$ cat src/rtl/axi_pkg.sv
// Shared AXI constants, bridge FSM state type and SRAM-size to AXI helpers.
package axi_pkg;

    localparam logic [1:0] RESP_OKAY  = 2'b00;
    localparam logic [1:0] BURST_INCR = 2'b01;

    typedef enum logic [2:0] {
        S_IDLE,
        S_RD_AR,
        S_RD_R,
        S_WR_AW_W,
        S_WR_B
    } bridge_state_t;

    // Size code 3 has no AXI meaning here; it is handled as a full word.
    function automatic logic [1:0] map_size(input logic [1:0] size);
        return (size == 2'd3) ? 2'd2 : size;
    endfunction

    function automatic logic [3:0] size_to_wstrb(input logic [1:0] size, input logic [1:0] addr_lo);
        logic [3:0] strb;
        case (size)
            2'd0:    strb = 4'b0001 << addr_lo;
            2'd1:    strb = addr_lo[1] ? 4'b1100 : 4'b0011;
            default: strb = 4'b1111;
        endcase
        return strb;
    endfunction

endpackage

$ cat src/rtl/d_sram_axi_bridge.sv
// SRAM-like data-cache port to AXI3 master, one outstanding single-beat transaction.
// Minimum latency 2 cycles req-to-data_ok; upstream is stalled (no addr_ok) while busy.
module d_sram_axi_bridge
    import axi_pkg::*;
#(
    parameter int unsigned         ID_WIDTH = 4,
    parameter logic [ID_WIDTH-1:0] RD_ID    = '0,
    parameter logic [ID_WIDTH-1:0] WR_ID    = ID_WIDTH'(1)
) (
    input  logic                clk,
    input  logic                rst,
    input  logic                data_req,
    input  logic                data_wr,
    input  logic [1:0]          data_size,
    input  logic [31:0]         data_addr,
    input  logic [31:0]         data_wdata,
    output logic [31:0]         data_rdata,
    output logic                data_addr_ok,
    output logic                data_data_ok,
    output logic                bus_err,
    output logic [ID_WIDTH-1:0] arid,
    output logic [31:0]         araddr,
    output logic [3:0]          arlen,
    output logic [2:0]          arsize,
    output logic                arvalid,
    input  logic                arready,
    input  logic [31:0]         rdata,
    input  logic [1:0]          rresp,
    input  logic                rlast,
    input  logic                rvalid,
    output logic                rready,
    output logic [ID_WIDTH-1:0] awid,
    output logic [31:0]         awaddr,
    output logic [3:0]          awlen,
    output logic [2:0]          awsize,
    output logic                awvalid,
    input  logic                awready,
    output logic [31:0]         wdata,
    output logic [3:0]          wstrb,
    output logic                wlast,
    output logic                wvalid,
    input  logic                wready,
    input  logic [1:0]          bresp,
    input  logic                bvalid,
    output logic                bready
);

    bridge_state_t r_state, w_next;
    logic [31:0]   r_addr, r_wdata, r_rdata;
    logic [1:0]    r_size;
    logic          r_aw_done, r_w_done;
    logic          w_unused_rlast;

    // Only single-beat bursts are issued, so the last flag carries no information.
    assign w_unused_rlast = rlast;

    always_ff @(posedge clk or posedge rst) begin
        if (rst) r_state <= S_IDLE;
        else     r_state <= w_next;
    end

    always_ff @(posedge clk or posedge rst) begin
        if (rst) begin
            r_addr    <= '0;
            r_wdata   <= '0;
            r_size    <= '0;
            r_rdata   <= '0;
            r_aw_done <= 1'b0;
            r_w_done  <= 1'b0;
        end else begin
            if (r_state == S_IDLE && data_req) begin
                r_addr    <= data_addr;
                r_wdata   <= data_wdata;
                r_size    <= data_size;
                r_aw_done <= 1'b0;
                r_w_done  <= 1'b0;
            end
            if (awvalid && awready) r_aw_done <= 1'b1;
            if (wvalid && wready)   r_w_done  <= 1'b1;
            if (r_state == S_RD_R && rvalid) r_rdata <= rdata;
        end
    end

    always_comb begin
        w_next       = r_state;
        data_addr_ok = 1'b0;
        data_data_ok = 1'b0;
        data_rdata   = r_rdata;
        bus_err      = 1'b0;
        arvalid      = 1'b0;
        rready       = 1'b0;
        awvalid      = 1'b0;
        wvalid       = 1'b0;
        bready       = 1'b0;
        case (r_state)
            S_IDLE: begin
                data_addr_ok = data_req & ~rst;
                if (data_req) w_next = data_wr ? S_WR_AW_W : S_RD_AR;
            end
            S_RD_AR: begin
                arvalid = 1'b1;
                if (arready) w_next = S_RD_R;
            end
            S_RD_R: begin
                rready = 1'b1;
                if (rvalid) begin
                    data_data_ok = 1'b1;
                    data_rdata   = rdata;
                    bus_err      = (rresp != RESP_OKAY);
                    w_next       = S_IDLE;
                end
            end
            S_WR_AW_W: begin
                awvalid = ~r_aw_done;
                wvalid  = ~r_w_done;
                // A pending channel completes this cycle if its ready is high.
                if ((r_aw_done | awready) && (r_w_done | wready)) w_next = S_WR_B;
            end
            S_WR_B: begin
                bready = 1'b1;
                if (bvalid) begin
                    data_data_ok = 1'b1;
                    bus_err      = (bresp != RESP_OKAY);
                    w_next       = S_IDLE;
                end
            end
            default: w_next = S_IDLE;
        endcase
    end

    assign arid   = RD_ID;
    assign araddr = r_addr;
    assign arlen  = 4'd0;
    assign arsize = {1'b0, map_size(r_size)};
    assign awid   = WR_ID;
    assign awaddr = r_addr;
    assign awlen  = 4'd0;
    assign awsize = {1'b0, map_size(r_size)};
    assign wdata  = r_wdata;
    assign wstrb  = size_to_wstrb(r_size, r_addr[1:0]);
    assign wlast  = 1'b1;

endmodule
$ cat config.mk
export PLATFORM = sky130hd
export DESIGN_NAME = d_sram_axi_bridge
export DESIGN_NICKNAME = d
export VERILOG_FILES = /design/src/rtl/axi_pkg.sv /design/src/rtl/d_sram_axi_bridge.sv
export SDC_FILE = /design/constraint.sdc
export NUM_CORES = 1
export LEC_CHECK = 0
export CAP_MARGIN = 20
export CELL_PAD_IN_SITES_DETAIL_PLACEMENT = 2
export CELL_PAD_IN_SITES_GLOBAL_PLACEMENT = 2
export CORE_MARGIN = 1
export CORE_UTILIZATION = 25
export CTS_CLUSTER_SIZE = 8
export DETAILED_ROUTE_END_ITERATION = 10
export PLACE_DENSITY_LB_ADDON = 0.3
export RECOVER_POWER = 50
export SETUP_SLACK_MARGIN = 0.1
export SKIP_CTS_REPAIR_TIMING = 1
export SLEW_MARGIN = 10
export SYNTH_ARGS = -nofsm -noshare
export SYNTH_HDL_FRONTEND = slang
export SYNTH_SLANG_ARGS = --single-unit
$ cat constraint.sdc
create_clock -name clk -period 3.45 [get_ports clk]
set_input_delay 0.5175 -clock clk [delete_from_list [all_inputs] [get_ports clk]]
set_output_delay 0.5175 -clock clk [all_outputs]
set_load 0.02 [all_outputs]
Yosys cells after proc, flatten, opt, wreduce, memory -nomap -nowiden
Index checks and enable logic that the tools add are counted.
Word-level totals
  register bits: 103
  output and inout bits: 163
  logic and storage cells: 64
Operators by class
  eq/ne operators: 11
  shift-type cells: 1
  multiplexer cells: 27
  bitwise operators: 6
  reductions and logical operators: 12
Operators with widths (number)
  $mux W32: 2
  $mux W3: 5
  $pmux W3 S5: 1
  $mux W1: 13
  $ne A2 B2 Y1 const B: 5
  $pmux W4 S2: 1
  $reduce_bool A2 Y1: 4
  $eq A3 B2 Y1 const B: 2
  $logic_and A1 B1 Y1: 5
  $reduce_and A5 Y1: 1
  $mux W2: 2
  $mux W4: 1
  $pmux W1 S2: 2
  $shl A1 B2 Y4 const A: 1
  $eq A3 B1 Y1 const B: 1
  $eq A3 B3 Y1 const B: 1
  $logic_not A3 Y1: 1
  $not A1 Y1: 3
  $eq A2 B1 Y1 const B: 1
  $eq A2 B2 Y1 const B: 1
  $logic_not A2 Y1: 1
  $or A1 B1 Y1: 2
  $and A1 B1 Y1: 1

Logic depth before layout (Yosys ltp)
  depth in word-level cells: 4
  gate-level depth with buffers: 6

Worst setup path after synthesis
No wires, ideal clock.
  path type: register to output
  from: reg r_state[2]
  to: out data_rdata[0]
  data arrival time: 1.708 ns
  required time: 2.932 ns
  path slack: 1.224 ns
  cell stages (with the launch flop): 6
  path buffers: 2
  cell sequence: dfrtp_1 nor3b_2 and2_4 buf_12 buf_12 mux2_4
On the way
  longest elaborated chain between the ends: 2
RTL lines
  start, declared: RTL line d_sram_axi_bridge.sv:48  | bridge_state_t r_state, w_next;
  start signal, assigned: RTL line d_sram_axi_bridge.sv:59  | else r_state <= w_next;
  $eq A3 B2 Y1: RTL line d_sram_axi_bridge.sv:95  | case (r_state)
  $mux W32: RTL line d_sram_axi_bridge.sv:95
  end, declared: RTL line d_sram_axi_bridge.sv:17  | output logic [31:0] data_rdata,
Every way passes these cells.

Worst setup path after layout
  from: reg r_state[1]
  to: out data_rdata[29]
The elaborated chain is that of the path after synthesis.

==> flow_summary.toml <==
[run_status]
outcome = "finished, violations left"
violations = "capacitance limit, slew limit"

[drt]
finalWirelength_um = 13900
post-route-drc-count = 0
avgViaCountPerCell = 4.104
wire_per_inst_um = 16.63
ant_nets = 0
vias = 3431
drt_iter0_markers = 77
drtPass1Iterations = 4

[yosys]
synthCells = 343
synth-main-ff-cell = "dfrtp_1"
async_reset_ff_frac = 1.000
ys_ff_latch = 103
avgSynthCellArea_um2 = 15.00
yosysSeqAreaShare = 0.5011
synth_area_um2 = 5144
synth_top_cell_area_share = 0.5011
synth.distinct_cells = 30
ys_warn_count = 0
yosysTopAreaCell = "dfrtp_1"
synthTopCellsByArea = "dfrtp_1 50%, mux2_4 18%, mux2_2 9.0%"
synth_edf_count = 0

[setup_path]
crit_path_max_incr_delay_ns = 0.56
start_kind = "flip-flop"
reg2reg_depth = 3
critPathSlowestCell = "clkdlybuf4s50_1"
crit_chain = "nor3b_2 > and2_4 > buf_12 > mux2_4 > clkdlybuf4s50_1"
criticalPathCategory = "flip-flop to primary output"
worstPathArrival_ns = 2.60
ff2ff_setup_slack_ns = 0.74
crit_path_max_fanout = 29
crit_path_end_kind = "primary output"
critPathRequiredTime_ns = 2.93

[timing]
min_period_over_period = 0.9043
maxSlewHeadroom = -0.5536
hold_viol = 0
finalSetupViolCount = 0
worstMarginPinSlew_ns = 2.330
fmax_mhz = 320.5
tns_ns = 0
finClkSkew_ns = 0.004034
rsz0062_at_grt = "false"
final_max_slew_viol_count = 125
fin_crit_ns = 3.120

[cts]
cts-htree-levels = 3
cts_buffer_depth = 2
clk_pin_slew_ns = 0.07
cts_sinks = 103
cts-root-buf = "clkbuf_16"
cts_buffers = 9
insertion_delay_ns = 0.34
cts_tree = "built"

[pwr]
switching_share = 0.3827
p_per_area_nw_per_um2 = 1005
comb_power_share = 0.590
p_total_mw = 7.831
intPower_mw = 4.835
ir_drop_uv = 353.0
p_switching_mw = 2.997
power.leakage_nw = 3.263
power.share.clock = 0.122
p_seq_frac = 0.288

[grt]
antenna_found_initial = 0
grt_first_pass_wirelength_um = 22160
grt_pass1_vias = 3869
grt-ovfl-total = 0
grt_usage = 0.1342
grt_max_degree = 68

[placement]
dp.cells = 821
place.port_buffers = 254
gp_congestion = 0.7198
hpwl_um = 10680

[layout]
area_growth_pct = 51.50
drive_gt1_frac = 0.2138
layout_common_cells = "196 x clkdlybuf4s50_1, 103 x dfrtp_1, 58 x dlygate4sd3_1"
finalNonFillerCells = 836
layout_commonest_cell = "clkdlybuf4s50_1"
n_antenna_cell = 0
register_area_um2 = 2577
n_fill_cell = 2070
layout.nets = 674
multi_input_area_um2 = 1983

[worst_hold_path]
min_delay_path_depth = 1
hold_class = "flip-flop to flip-flop"

[die]
die_y_um = 145.4
io-pin-count = 275
design.die.area_um2 = 21150
design.core.area_um2 = 20230
initial_utilization = 0.2542
std_cell_rows = 52
die_width_um = 145.4

[job]
drv_cap = 2
[cell usage after synthesis, drive strengths merged (2+ instances only)]
| master | instances |
|---|---|
| conb | 2 |
| and2 | 2 |
| nand2 | 4 |
| o21ai | 3 |
| nand2b | 2 |
| o22ai | 2 |
| nor2b | 2 |
| a21o | 2 |
| o21bai | 2 |
| a22o | 2 |
| buf | 68 |
| mux2 | 129 |
| nor3b | 2 |
| inv | 3 |
| nor2 | 8 |
| dfrtp | 103 |
[sequential cells by signal, indices dropped and copies added, names as in the netlist]
name / cells
r_size: 2
r_state: 3
r_w_done: 1
r_rdata: 32
araddr: 32
r_aw_done: 1
wdata: 32
[area by class of cell]
class | instances | area share
clock inverters | 5 | 0.004335
flip-flops and latches | 103 | 0.3308
multi-input cells | 185 | 0.2545
clock buffers | 10 | 0.03067
well taps | 270 | 0.04335
inverters | 3 | 0.001445
repair buffers | 260 | 0.3349
[layer usage]
layer / global-route usage / wire (um)
met5: 0 / 0
met4: 0.03421 / 147
met3: 0.03824 / 906
met2: 0.2404 / 7337
met1: 0.1566 / 5508
[kinds of logic after synthesis]
group | share of synthesized area
flops | 0.5011
mux | 0.3313
compound gates | 0.01556
buf+inv | 0.1206
simple gates | 0.02992
other cells | 0.001460
[critical path: cells and delay by family (launching register included)]
kind | cells | cell delay [ns]
flip-flops | 1 | 0.48
buffers and inverters | 2 | 0.82
multiplexers | 1 | 0.32
AND/OR/NAND/NOR | 2 | 0.63
[power groups by stage]
stage                     Combinational, mW  Clock [mW]  Sequential [mW]
after floorplan                        2.60           0             2.65
after global placement                 4.74           0             2.24
after detailed placement               4.83           0             2.30
after CTS                              4.85        1.02             2.30
after global routing                   4.88        1.06             2.35
final                                  4.62       0.957             2.25
[through the flow]
step                      hold slack, ns  utilization  setup slack, ns  instance area, um2
after global routing              0.5047       0.3851           0.1790                7792
after global placement            0.4673       0.3738           0.4559                7564
after floorplan                   0.4779            -           0.2287                5207
final                             0.4821       0.3851           0.3301                7792
after detailed placement          0.4786       0.3738           0.4572                7564
after CTS                         0.4958       0.3873           0.2203                7836
[worst paths after layout]
kind / from / endpoint
max: r_state[1] / data_rdata[29]
max in group asynchronous: rst / wdata[22]
min: wdata[13] / wdata[13]
min in group asynchronous: rst / araddr[24]
max reg2reg: r_state[1] / araddr[16]
min reg2reg: wdata[13] / wdata[13]
Power figures use the tool's default switching activity.
